File: config.mk
export PLATFORM = sky130hd
export DESIGN_NAME = seg_scan_ctrl
export DESIGN_NICKNAME = d
export VERILOG_FILES = /design/src/rtl/seg_scan_ctrl.sv
export SDC_FILE = /design/constraint.sdc
export NUM_CORES = 1
export LEC_CHECK = 0
export ABC_CLOCK_PERIOD_IN_PS = 4200
export CAP_MARGIN = 20
export CORE_MARGIN = 10
export CORE_UTILIZATION = 55
export CTS_BUF_LIST = sky130_fd_sc_hd__clkbuf_16
export DETAILED_ROUTE_END_ITERATION = 6
export PLACE_DENSITY_LB_ADDON = 0.1
export SLEW_MARGIN = 5
export SYNTH_ARGS = -nofsm -noshare
export SYNTH_HDL_FRONTEND = slang
export SYNTH_SLANG_ARGS = --single-unit
File: constraint.sdc
create_clock -name clk -period 4.2 [get_ports clk]
set_input_delay 1.26 -clock clk [delete_from_list [all_inputs] [get_ports clk]]
set_output_delay 1.26 -clock clk [all_outputs]
set_load 0.01 [all_outputs]
File: src/rtl/seg_scan_ctrl.sv
// seg_scan_ctrl: time-multiplexed scan controller for a common-anode
// seven-segment bank. It walks the digits with a dark guard slot before each
// lit slot. New values pass through a pending buffer and are only copied into
// the shadow register at frame boundaries, so a refresh never shows a torn value.
module seg_scan_ctrl #(
    parameter int DIGITS    = 4,
    parameter int ON_CYCLES = 50000,
    parameter int GUARD     = 500
) (
    input  logic                  clk,
    input  logic                  rst_n,
    input  logic                  load,
    input  logic [4*DIGITS-1:0]   data_in,
    input  logic [DIGITS-1:0]     blank_mask,
    input  logic [DIGITS-1:0]     dp_mask,
    output logic                  ack,
    output logic [3:0]            dec_in,
    output logic [DIGITS-1:0]     an_n,
    output logic                  dp_n
);

    localparam int MAX_A = (ON_CYCLES > GUARD) ? ON_CYCLES : GUARD;
    localparam int MAX_C = (MAX_A > 2) ? MAX_A : 2;
    localparam int CW    = $clog2(MAX_C);
    localparam int DW    = (DIGITS > 1) ? $clog2(DIGITS) : 1;

    localparam logic [CW-1:0] ON_LAST    = CW'(ON_CYCLES - 1);
    localparam logic [CW-1:0] GUARD_LAST = (GUARD > 0) ? CW'(GUARD - 1) : '0;
    localparam logic [DW-1:0] DIG_LAST   = DW'(DIGITS - 1);

    typedef enum logic {
        PH_GUARD = 1'b0,
        PH_ON    = 1'b1
    } phase_t;

    // With no guard interval the controller never enters the dark phase.
    localparam phase_t PH_START = (GUARD == 0) ? PH_ON : PH_GUARD;
    localparam phase_t PH_AFTER = (GUARD == 0) ? PH_ON : PH_GUARD;

    phase_t            phase, phase_nx;
    logic [DW-1:0]     digit, digit_nx;
    logic [CW-1:0]     cnt, cnt_nx;
    logic              frame_end;

    logic [4*DIGITS-1:0] pend_data, shadow_data;
    logic [DIGITS-1:0]   pend_blank, shadow_blank;
    logic [DIGITS-1:0]   pend_dp, shadow_dp;
    logic                pend;
    logic                ack_q;

    // Scan state register: phase, digit index and slot cycle counter.
    always_ff @(posedge clk or negedge rst_n) begin
        if (!rst_n) begin
            phase <= PH_START;
            digit <= '0;
            cnt   <= '0;
        end else begin
            phase <= phase_nx;
            digit <= digit_nx;
            cnt   <= cnt_nx;
        end
    end

    // Next-state logic for the scan; flags the edge leaving the last digit's ON slot.
    always_comb begin
        phase_nx  = phase;
        digit_nx  = digit;
        cnt_nx    = cnt + 1'b1;
        frame_end = 1'b0;
        case (phase)
            PH_GUARD: begin
                if (cnt == GUARD_LAST) begin
                    phase_nx = PH_ON;
                    cnt_nx   = '0;
                end
            end
            PH_ON: begin
                if (cnt == ON_LAST) begin
                    phase_nx = PH_AFTER;
                    cnt_nx   = '0;
                    if (digit == DIG_LAST) begin
                        digit_nx  = '0;
                        frame_end = 1'b1;
                    end else begin
                        digit_nx = digit + 1'b1;
                    end
                end
            end
            default: begin
                phase_nx = PH_START;
                cnt_nx   = '0;
            end
        endcase
    end

    // Load handshake: capture into pending, promote to shadow at frame boundaries.
    always_ff @(posedge clk or negedge rst_n) begin
        if (!rst_n) begin
            pend_data    <= '0;
            pend_blank   <= '1;
            pend_dp      <= '0;
            pend         <= 1'b0;
            shadow_data  <= '0;
            shadow_blank <= '1;
            shadow_dp    <= '0;
            ack_q        <= 1'b0;
        end else begin
            ack_q <= 1'b0;
            if (frame_end && pend) begin
                shadow_data  <= pend_data;
                shadow_blank <= pend_blank;
                shadow_dp    <= pend_dp;
                ack_q        <= 1'b1;
            end
            if (load) begin
                pend_data  <= data_in;
                pend_blank <= blank_mask;
                pend_dp    <= dp_mask;
                pend       <= 1'b1;
            end else if (frame_end && pend) begin
                pend <= 1'b0;
            end
        end
    end

    // Display outputs decoded purely from registered state.
    always_comb begin
        dec_in = shadow_data[{digit, 2'b00} +: 4];
        an_n   = '1;
        for (int i = 0; i < DIGITS; i++) begin
            if (phase == PH_ON && digit == DW'(i) && !shadow_blank[i]) begin
                an_n[i] = 1'b0;
            end
        end
        dp_n = !(phase == PH_ON && shadow_dp[digit]);
    end

    assign ack = ack_q;

endmodule

== Word level (Yosys, flattened, before mapping) ==
Index checks and enable logic that the tools add are counted.
Cells by class
  bitwise gates (word level): 1
  reductions and logical operators: 18
  $add $sub $neg: 2
  equality and inequality tests: 5
  multiplexer cells: 19
  shift-type cells: 1
  magnitude comparators: 1
Operator list (number)
  16-bit two-way mux: 2
  16-bit case mux with 2 select lines: 1
  16-bit by 1-bit adder with 16-bit output, second input constant: 1
  16-bit equality test, second input constant: 1
  16-bit by 9-bit equality test with 1-bit output, second input constant: 1
  16-bit by 5-bit indexed part select with 4-bit output: 1
  1-bit two-way mux: 13
  1-bit logical AND: 10
  1-bit zero test: 5
  2-bit equality test, second input constant: 2
  2-bit by 3-bit less-than comparator with 1-bit output, second input constant: 1
  2-bit by 1-bit adder with 2-bit output, second input constant: 1
  1-bit binary-select mux with 2-bit select: 1
  2-bit by 1-bit equality test with 1-bit output, second input constant: 1
  2-bit zero test: 1
  2-bit two-way mux: 1
  1-bit case mux with 2 select lines: 1
  2-bit AND reduction: 1
  2-bit nonzero test: 1
  1-bit inverter: 1
Storage, ports and cells
  word-level logic and storage cells: 58
  bits in registers: 69
  output and inout bits: 10

== Longest topological paths before layout ==
Gate-level depths: netlist of the first run.
  word-level depth: 7
  mapped depth: 6
  depth with buffers taken out: 5

== Worst setup path before layout of the first run ==
No wires, ideal clock.
  kind: reg2out
  start point: register digit[0]
  end point: output dp_n
  buffers on the path: 1
  stages on the path, launching flop included: 4
  path slack: 1.756 ns
  data arrival time: 1.184 ns
  cell sequence: dfrtp_1 buf_2 mux4_2 nand2_1
On the way
  cells in the longest elaborated chain, start to end: 4
RTL lines
  start: declaration: RTL line 41  | logic [DW-1:0] digit, digit_nx;
  start signal: assignment: RTL line 59  | digit <= digit_nx;
  1-bit binary-select mux with 2-bit select: RTL line 135  | dp_n = !(phase == PH_ON && shadow_dp[digit]);
  1-bit two-way mux (not written as such): RTL line 135
  1-bit logical AND: RTL line 135
  1-bit zero test: RTL line 135
  end: declaration: RTL line 19  | output logic dp_n
No other way between the ends. The select of a mux whose other input is x is not followed.

== Worst setup path after layout of the first run ==
Same ends and word-level chain as after synthesis.

==> metrics.md, run 1 <==
| Metric | Value |
|---|---|
| Vias per Instance | `5.51` |
| Busiest layer in global routing | `met2` |
| R2r startpoint | `cnt[0]` |
| Placed Cells | `323` |
| Static leakage | `1.74 nW` |
| CTS tree | `built` |
| Dominant cells by area after synthesis | `dfrtp_1 48%, mux2_4 10%, mux2_2 10%` |
| Site row count | `27` |
| Clock sink count | `69` |
| Reg-to-Reg End | `shadow_data[1]` |
| Worst-path clk slew | `0.05 ns` |
| Final worst path period need | `3.42 ns` |
| Total congestion overflow | `0` |
| Max stage delay on crit path | `0.64 ns` |
| Clock Skew | `0.00581 ns` |
| Die span in y | `95.8 um` |
| Outcome | `completed` |
| Crit Path Max Fanout | `10` |
| Die X | `95.8 um` |
| Port bufs | `36` |
| Setup slack after layout | `0.785 ns` |
| Hold Vio Cnt, Final | `0` |
| Filler Cells Inserted | `378` |
| Rel. slew slack | `38.9%` |
| Clock Latency Late Sink | `0.32 ns` |
| Register bit total from synthesis | `69` |
| Initial antenna violation count | `0` |
| Dpl ws | `1.11 ns` |
| WL/cell | `17.7 um` |
| Max Freq | `0.293 GHz` |
| Post-synth EDFFs | `0` |
| HP Class | `reg -> reg` |
| DP Area | `3580 um2` |
| Largest net degree at the start of global routing | `70` |
| Post-CTS Hold Fix Bufs | `0` |
| Residual DRC | `0` |
| Finished Layout Cells | `339` |
| Routed Antenna Nets | `0` |
| Avg Inst Size Synth | `14.4 um2` |
| Unrepaired setup endpoints after global routing | `false` |
| Synth cell types | `36` |
| Post-CTS setup buffers | `0` |
| Crit-path cells | `mux4_2, nand2_1, clkdlybuf4s50_1` |
| Yosys top cell area share | `48.3%` |
| Initial Util | `57.0%` |
| Syn. warnings | `0` |
| R2r setup slk | `2.00 ns` |
| Maximum vdd drop | `0.000395 V` |
| Worst hold path depth | `1` |
| Max-cap violation count | `0` |
| Root Buffer | `clkbuf_16` |
| Async SR Flop Fraction | `100%` |
| Top_reg_cell synth | `dfrtp_1` |
| Hold Crit Start | `cnt[0]` |
| First-pass GRT wire length | `10000 um` |
| Cell with the most instances after synthesis | `dfrtp_1` |
| Worst Max-Slew Pin Slew | `0.916 ns` |
| Final WL | `5990 um` |
| Met1 Resource Use GR | `17.8%` |
| Fin nets | `294` |
| Full die area | `9180 um2` |
| Top cells by count, synth | `61 x dfrtp_1, 28 x mux2_2, 22 x mux2_4` |
| Finished layout cell area | `3920 um2` |
| Share of cells above drive strength 1 | `33.3%` |
| Startpoint Class | `flip-flop` |
| Part of the cycle the worst path needs | `81.3%` |
| Slowest cell on the critical path | `dfrtp_1` |
| PostCTS Resize Cnt | `0` |
| GR Layer Usage met3 | `4.82%` |
| Cell Area, Synth | `3160 um2` |
| Core area | `5540 um2` |
| Crit path kind | `reg -> out` |
| Synth Net Count | `252` |
| Setup TNS | `0 ns` |
| Overall Global Routing Usage | `14.2%` |
| Initial DRC Count | `107` |
| Synthesized instance count | `220` |
| WHS Endpoint | `cnt[0]` |
| Seq/Total Area, Yosys | `54.9%` |
| Via count | `1867` |
| Post-synth top area cell | `dfrtp_1` |
| Final GP Congestion | `0.830` |
| Worst Reg-to-Reg Cells | `5` |
| Power Dens Cells | `414 nW/um2` |
| Max clock buf depth | `2` |
| Number of buffers created by CTS | `9` |
| Drt first pass iters | `4` |
| I/O pins | `37` |
| CP endpoint kind | `output port` |
| Vias in the first global route | `1976` |
| ANT cells | `0` |
| Multi-input logic area | `1330 um2` |
| Max-slew violations | `0` |
| Detailed placement HPWL | `3870 um` |
| Critical Path RT | `2.94 ns` |
| Reg area | `1740 um2` |
| Met2 GRT Util | `22.8%` |
| Final-report setup violation count | `0` |
| H-tree depth | `3` |
| P&R area growth vs syn | `24.0%` |
| CP Data Arrival Time | `2.16 ns` |
## per-stage QoR
step | utilization (%) | hold WS [ns] | power (W)
4_1_cts | 70.8 | 0.489 | 0.00164
6_report | 70.8 | 0.490 | 0.00162
3_3_place_gp | 64.1 | 0.478 | 0.000784
2_1_floorplan | - | 0.452 | 0.000740
5_1_grt | 70.8 | 0.506 | 0.00168
3_5_place_dp | 64.6 | 0.482 | 0.000788
## worst max path at each step
stage / to / startpoint / slack, ns / cells after the start
after global routing: dp_n / digit[0] / 0.64 / 3
after detailed placement: dp_n / digit[0] / 1.11 / 3
final: dp_n / digit[0] / 0.78 / 3
after global placement: pend_data[8] / load / 1.09 / 2
after CTS: dp_n / digit[0] / 0.75 / 3
after floorplan: dp_n / digit[0] / 1.76 / 3
## critical path, delay by kind of cell (launching register included)
kind	cells	cell delay, ns
buf+inv	1	0.54
flops	1	0.64
mux	1	0.56
simple gates	1	0.09
## sequential cells by signal (all words and copies together), names as in the netlist
| register | flops |
|---|---|
| ack | 1 |
| cnt | 16 |
| digit | 2 |
| pend | 1 |
| pend_blank | 4 |
| pend_data | 16 |
| pend_dp | 4 |
| phase | 1 |
| shadow_blank | 4 |
| shadow_data | 16 |
| shadow_dp | 4 |
## cells in the final DEF, fill, tap and decap left out, types with 6 or more instances in the layout
master	count
mux2_4	22
nand4_1	6
nor2_1	19
nand2_1	7
clkbuf_16	9
xnor2_1	9
dfrtp_1	61
mux2_2	28
clkdlybuf4s50_1	35
inv_1	8
dfstp_2	8
## cell families (layout without fill, tap and decap cells)
family | Yosys count | count (layout) | share of synthesized area [%]
DFF | 69 | 69 | 54.9
and+or+nand+nor | 59 | 59 | 11.6
muxes | 55 | 55 | 24.0
buffers and inverters | 15 | 62 | 2.97
xor gates and xnor gates | 14 | 14 | 3.88
adders and majority gates | 5 | 5 | 1.98
AOI/OAI and AO/OA | 3 | 3 | 0.633
## report_power, final
| group | switching (W) | total (W) | internal [W] |
|---|---|---|---|
| clock network | 0.000269 | 0.000846 | 0.000577 |
| registers | 0.0000124 | 0.000704 | 0.000692 |
| logic | 0.0000266 | 0.0000720 | 0.0000453 |
## final cells by class
cell class	instances	area share (%)
well taps	72	2.30
repair buffers	39	10.2
clock buffers	9	5.75
flip-flops and latches	69	44.3
clock inverters	7	2.90
multi-input cells	136	33.9
inverters	7	0.670
## layer usage
metal | wire [um] | up-vias
met5 | 0 | -
met4 | 64 | 0
met3 | 283 | 5
met2 | 3080 | 33
met1 | 2550 | 966
li1 | - | 863
No activity file was read; power rests on OpenSTA's default activity.
==> inputs of run 2 (changes only) <==
--- a/config.mk
+++ b/config.mk
@@ -5,10 +5,10 @@
 export SDC_FILE = /design/constraint.sdc
 export NUM_CORES = 1
 export LEC_CHECK = 0
-export ABC_CLOCK_PERIOD_IN_PS = 4200
+export ABC_CLOCK_PERIOD_IN_PS = 2800
 export CAP_MARGIN = 20
 export CORE_MARGIN = 10
-export CORE_UTILIZATION = 55
+export CORE_UTILIZATION = 50
 export CTS_BUF_LIST = sky130_fd_sc_hd__clkbuf_16
 export DETAILED_ROUTE_END_ITERATION = 6
 export PLACE_DENSITY_LB_ADDON = 0.1
==> constraint.sdc (replaced) <==
create_clock -name clk -period 2.8 [get_ports clk]
set_input_delay 0.84 -clock clk [delete_from_list [all_inputs] [get_ports clk]]
set_output_delay 0.84 -clock clk [all_outputs]
set_load 0.01 [all_outputs]
==> run 2 against run 1 <==
Power increased by 39%. Utilization decreased by 5.6 points. Register-to-register slack got worse by 1.3 ns. Worst setup slack got worse by 0.70 ns. First-iteration DRC count decreased by 68%. Final cell count increased by 2.7%. Flip-flop and latch count unchanged. Cell area increased by 0.22%. Routed wire length decreased by 4.6%. Hold slack got worse by 0.0012 ns. Non-clock buffer count increased by 6. Largest power group unchanged.
==> metrics.md, run 2 (synthesis gave the netlist of run 1 again) <==
| Metric | Value |
|---|---|
| Startpoint Class | `flip-flop` |
| Max clock buf depth | `2` |
| Top Family by Delay on Critical Path | `buffers and inverters` |
| Via count | `1805` |
| R2r setup slk | `0.67 ns` |
| Port bufs | `36` |
| ANT cells | `0` |
| Power Dens Cells | `572 nW/um2` |
| Final GP Congestion | `0.792` |
| WL/cell | `16.4 um` |
| Sw power | `0.000461 W` |
| Most common cell after layout, fill and taps aside | `dfrtp_1` |
| Final core utilization | `65.2%` |
| CTS tree | `built` |
| Clock Skew | `0.00471 ns` |
| Hold_ws | `0.488 ns` |
| Reg-to-Reg End | `shadow_data[7]` |
| Worst-path clk slew | `0.05 ns` |
| Register share of total power | `47.0%` |
| Share of cells above drive strength 1 | `35.5%` |
| Worst Reg-to-Reg Cells | `6` |
| Detailed placement HPWL | `3870 um` |
| Maximum vdd drop | `0.000490 V` |
| WHS Endpoint | `cnt[0]` |
| HP Class | `reg -> reg` |
| Overall Global Routing Usage | `12.7%` |
| Internal | `0.00179 W` |
| Max-slew violations | `0` |
| Vias in the first global route | `1918` |
| Critical Path RT | `1.96 ns` |
| Initial antenna violation count | `0` |
| First-pass GRT wire length | `9900 um` |
| CP endpoint kind | `output port` |
| Final WL | `5710 um` |
| Drt first pass iters | `4` |
| H-tree depth | `3` |
| Total congestion overflow | `0` |
| Clock sink count | `69` |
| Hold Crit Start | `cnt[0]` |
| Worst hold path depth | `1` |
| Crit path kind | `reg -> out` |
| Vias per Instance | `5.19` |
| Core area | `6030 um2` |
| Rel. slew slack | `76.4%` |
| Switching share of power | `20.5%` |
| Die X | `99.5 um` |
| Initial DRC Count | `34` |
| Die span in y | `99.5 um` |
| Unrepaired setup endpoints after global routing | `false` |
| Final worst path period need | `2.72 ns` |
| Static leakage | `1.74 nW` |
| Max Freq | `0.368 GHz` |
| Final-report setup violation count | `0` |
| Largest net degree at the start of global routing | `70` |
| Max stage delay on crit path | `0.50 ns` |
| DP Area | `3600 um2` |
| Part of the cycle the worst path needs | `97.0%` |
| Site row count | `28` |
| CP Data Arrival Time | `1.88 ns` |
| Slowest cell on the critical path | `mux4_2` |
| I/O pins | `37` |
| Commonest cells after routing, fill and taps aside | `59 x dfrtp_1, 35 x clkdlybuf4s50_1, 28 x mux2_2` |
| Hold Vio Cnt, Final | `0` |
| Worst Max-Slew Pin Slew | `0.353 ns` |
| Filler Cells Inserted | `442` |
| Root Buffer | `clkbuf_16` |
| Clock share of power | `48.3%` |
| Crit-path cells | `buf_12, mux4_2, clkdlybuf4s50_1` |
| Initial Util | `52.5%` |
| Crit Path Max Fanout | `4` |
| Post-CTS Hold Fix Bufs | `0` |
| Number of buffers created by CTS | `9` |
| Bufs and invs on worst path | `2` |
| P&R area growth vs syn | `24.3%` |
| Outcome | `completed` |
| Combinational group share of total power | `4.6%` |
| Setup TNS | `0 ns` |
| Fin nets | `300` |
| Full die area | `9900 um2` |
| Clock Latency Late Sink | `0.33 ns` |
| R2r startpoint | `cnt[0]` |
| Max-cap violation count | `0` |
| Top flop regs | `cnt: 16 flops, pend_data: 16 flops, shadow_data: 16 flops` |
| Routed Antenna Nets | `0` |
| Finished layout cell area | `3930 um2` |
| Residual DRC | `0` |
run 2: cell types whose count changed in the layout (fill, tap and decap cells not counted), sizes merged:
cell and change:
inv -2, clkinv +3, buf +6, clkinvlp +1, bufinv -2
run 2: how the worst max path moves through the flow:
stage             start        end  slack, ns  cells past startpoint
2_1_floorplan  digit[0]       dp_n       0.78                      3
3_3_place_gp   digit[0]       dp_n       0.21                      3
3_5_place_dp   digit[0]       dp_n       0.21                      3
4_1_cts        digit[0]  dec_in[0]       0.06                      3
5_1_grt        digit[0]  dec_in[0]       0.02                      3
6_report       digit[0]  dec_in[0]       0.08                      3
run 2: layer usage:
layer | track usage (%) | vias to the layer above | part of all wire [%]
met5 | 0 | - | 0
met4 | 5.95 | 0 | 1.6
met3 | 4.71 | 8 | 4.6
met2 | 19.5 | 27 | 48
met1 | 15.6 | 903 | 46
li1 | - | 867 | -
run 2: area by class of cell:
type	instances	area, um2	share of cell area (%)
Clock inverter	7	66.3	1.69
Multi-Input combinational cell	136	1330	33.9
Tap cell	75	93.8	2.39
Inverter	7	26.3	0.669
Timing Repair Buffer	45	448	11.4
Sequential cell	69	1740	44.3
Clock buffer	9	225	5.73
run 2: stage by stage:
| step | std cells | power [W] | worst slack, ns |
|---|---|---|---|
| after floorplan | 220 | 0.00111 | 0.776 |
| after global placement | 329 | 0.00118 | 0.214 |
| after detailed placement | 329 | 0.00118 | 0.211 |
| after CTS | 348 | 0.00228 | 0.0562 |
| after global routing | 348 | 0.00235 | 0.0190 |
| final | 348 | 0.00225 | 0.0840 |
run 2: worst register-to-register path: stages (launching register included):
cell and delay, ns:
dfrtp_1 0.38, ha_1 0.27, nor3b_4 0.29, nand4_4 0.18
nor2_8 0.31, buf_4 0.26, mux2_4 0.32
run 2: repair_timing:
action                                  CTS  global route
endpoints found under the setup margin    8             0
resized for setup                         2             0
endpoints found under the hold margin     0             0
setup buffers                             3             0
run 2: power by group through the flow:
stage	registers (W)	clock network (W)	logic, W
2_1_floorplan	0.00107	0	0.0000433
3_3_place_gp	0.00107	0	0.000106
3_5_place_dp	0.00107	0	0.000107
4_1_cts	0.00106	0.00112	0.000107
5_1_grt	0.00106	0.00117	0.000115
6_report	0.00106	0.00109	0.000104
==> inputs of run 3 (changes only) <==
--- a/config.mk
+++ b/config.mk
@@ -7,8 +7,10 @@
 export LEC_CHECK = 0
 export ABC_CLOCK_PERIOD_IN_PS = 2800
 export CAP_MARGIN = 20
+export CELL_PAD_IN_SITES_DETAIL_PLACEMENT = 1
+export CELL_PAD_IN_SITES_GLOBAL_PLACEMENT = 1
 export CORE_MARGIN = 10
-export CORE_UTILIZATION = 50
+export CORE_UTILIZATION = 41
 export CTS_BUF_LIST = sky130_fd_sc_hd__clkbuf_16
 export DETAILED_ROUTE_END_ITERATION = 6
 export PLACE_DENSITY_LB_ADDON = 0.1
==> run 3 against run 2 <==
Critical path depth stayed put. Flip-flop and latch count stayed put. Global-route usage is 0.76 points lower. Largest cell class unchanged.
==> metrics.md, run 3 (synthesis gave the netlist of run 1 again) <==
| Metric | Value |
|---|---|
| Outcome | `completed` |
| Part of the cycle the worst path needs | `95.7%` |
| Slowest cell on the critical path | `clkdlybuf4s50_1` |
| Full die area | `11600 um2` |
| Worst Reg-to-Reg Cells | `5` |
| Top Family by Delay on Critical Path | `buffers and inverters` |
| Power Dens Cells | `592 nW/um2` |
| Final-report setup violation count | `0` |
| Setup slack after layout | `0.120 ns` |
| I/O pins | `37` |
| Die span in y | `108 um` |
| Reg-to-Reg End | `shadow_data[0]` |
| HP Class | `in -> async` |
| Post-CTS Hold Fix Bufs | `0` |
| Max clock buf depth | `2` |
| Startpoint Class | `flip-flop` |
| Largest net degree at the start of global routing | `35` |
| Final worst path period need | `2.68 ns` |
| CP endpoint kind | `output port` |
| WL/cell | `17.1 um` |
| Most common cell after layout, fill and taps aside | `dfrtp_1` |
| Commonest cells after routing, fill and taps aside | `59 x dfrtp_1, 30 x clkdlybuf4s50_1, 28 x mux2_2` |
| Dpl ws | `0.192 ns` |
| Final GP Congestion | `0.756` |
| Max stage delay on crit path | `0.50 ns` |
| R2r startpoint | `cnt[0]` |
| Max Freq | `0.373 GHz` |
| Detailed placement HPWL | `4500 um` |
| Fin nets | `298` |
| Crit-path cells | `buf_12, mux4_2, clkdlybuf4s50_1` |
| DP Area | `3630 um2` |
| Top flop regs | `cnt: 16 flops, pend_data: 16 flops, shadow_data: 16 flops` |
| Finished Layout Cells | `369` |
| Clock sink count | `69` |
| Setup TNS | `0 ns` |
| Max-slew violations | `0` |
| Via count | `1874` |
| Crit path kind | `reg -> out` |
| Routed Antenna Nets | `0` |
| Clock Skew | `0.00615 ns` |
| Share of cells above drive strength 1 | `35.6%` |
| ANT cells | `0` |
| Vias in the first global route | `2144` |
| Number of buffers created by CTS | `9` |
| Finished layout cell area | `3980 um2` |
| Unrepaired setup endpoints after global routing | `false` |
| Drt first pass iters | `4` |
| Worst-path clk slew | `0.05 ns` |
| H-tree depth | `3` |
| Hold Vio Cnt, Final | `0` |
| Initial antenna violation count | `0` |
| CTS tree | `built` |
| CP Data Arrival Time | `1.84 ns` |
| Final core utilization | `54.0%` |
| Initial Util | `42.9%` |
| Worst Max-Slew Pin Slew | `0.565 ns` |
| Port bufs | `36` |
| Total congestion overflow | `0` |
| R2r setup slk | `0.59 ns` |
| Final WL | `6330 um` |
| Core area | `7370 um2` |
| Bufs and invs on worst path | `2` |
| Overall Global Routing Usage | `12.0%` |
| Maximum vdd drop | `0.000334 V` |
| Crit Path Max Fanout | `5` |
| P&R area growth vs syn | `25.9%` |
| Max-cap violation count | `0` |
| Root Buffer | `clkbuf_16` |
| Static leakage | `1.79 nW` |
| Vias per Instance | `5.08` |
| Initial DRC Count | `39` |
| Die X | `108 um` |
| First-pass GRT wire length | `11000 um` |
| Clock Latency Late Sink | `0.33 ns` |
| Residual DRC | `0` |
| Site row count | `31` |
| Critical Path RT | `1.96 ns` |
| Rel. slew slack | `62.3%` |
| Placed Cells | `353` |
-- run 3: cell types whose count changed in the layout (fill, tap and decap cells not counted), sizes merged --
cell | before | now
clkdlybuf4s50 | 35 | 30
dlymetal6s2s | 0 | 5
buf | 10 | 8
clkinv | 4 | 2
bufinv | 1 | 2
-- run 3: what timing repair did --
item | CTS | global route
gates resized for setup | 2 | 5
setup buffers | 1 | 0
setup endpoints to repair | 5 | 5
-- run 3: power by group --
part | internal, W | total, W | switching (W)
sequential | 0.00104 | 0.00106 | 0.0000187
combinational | 0.0000678 | 0.000107 | 0.0000394
clock | 0.000773 | 0.00119 | 0.000419
total | 0.00188 | 0.00236 | 0.000477
-- run 3: cell type report --
| type | count | area, um2 |
|---|---|---|
| sequential | 69 | 1740 |
| clock buffer | 9 | 225 |
| inverter | 7 | 26.3 |
| tap | 99 | 124 |
| timing repair buffer | 43 | 445 |
| multi-input combinational | 136 | 1330 |
| clock inverter | 6 | 88.8 |
| fill | 731 | 3390 |
-- run 3: per-layer routing --
metal	GRT usage, %	vias to the layer above	share of wire [%]
met1	14.9	957	48
met4	5.15	0	1.5
met5	0	-	0
met2	18.5	40	46
met3	3.95	8	4.1
li1	-	869	-
-- run 3: how the worst max path moves through the flow --
stage                        start  depth (start not counted)  slack (ns)        end
final                     digit[0]                          3        0.12  dec_in[0]
after global routing      digit[0]                          3        0.03  dec_in[0]
after CTS                 digit[0]                          3        0.01  dec_in[3]
after detailed placement  digit[0]                          3        0.19  dec_in[3]
after global placement    digit[0]                          3        0.23  dec_in[1]
after floorplan           digit[0]                          3        0.78       dp_n
-- run 3: through the flow --
stage,total power (W),hold slack [ns]
after floorplan,0.00111,0.452
after global placement,0.00118,0.482
after detailed placement,0.00118,0.491
after CTS,0.00239,0.431
after global routing,0.00246,0.453
final,0.00236,0.429
-- run 3: worst reg2reg max path, stage by stage, from the launching register on --
cell     delay (ns)
dfrtp_1        0.38
ha_1           0.30
nor3b_4        0.30
nand4_4        0.19
nor2_8         0.51
mux2_2         0.42
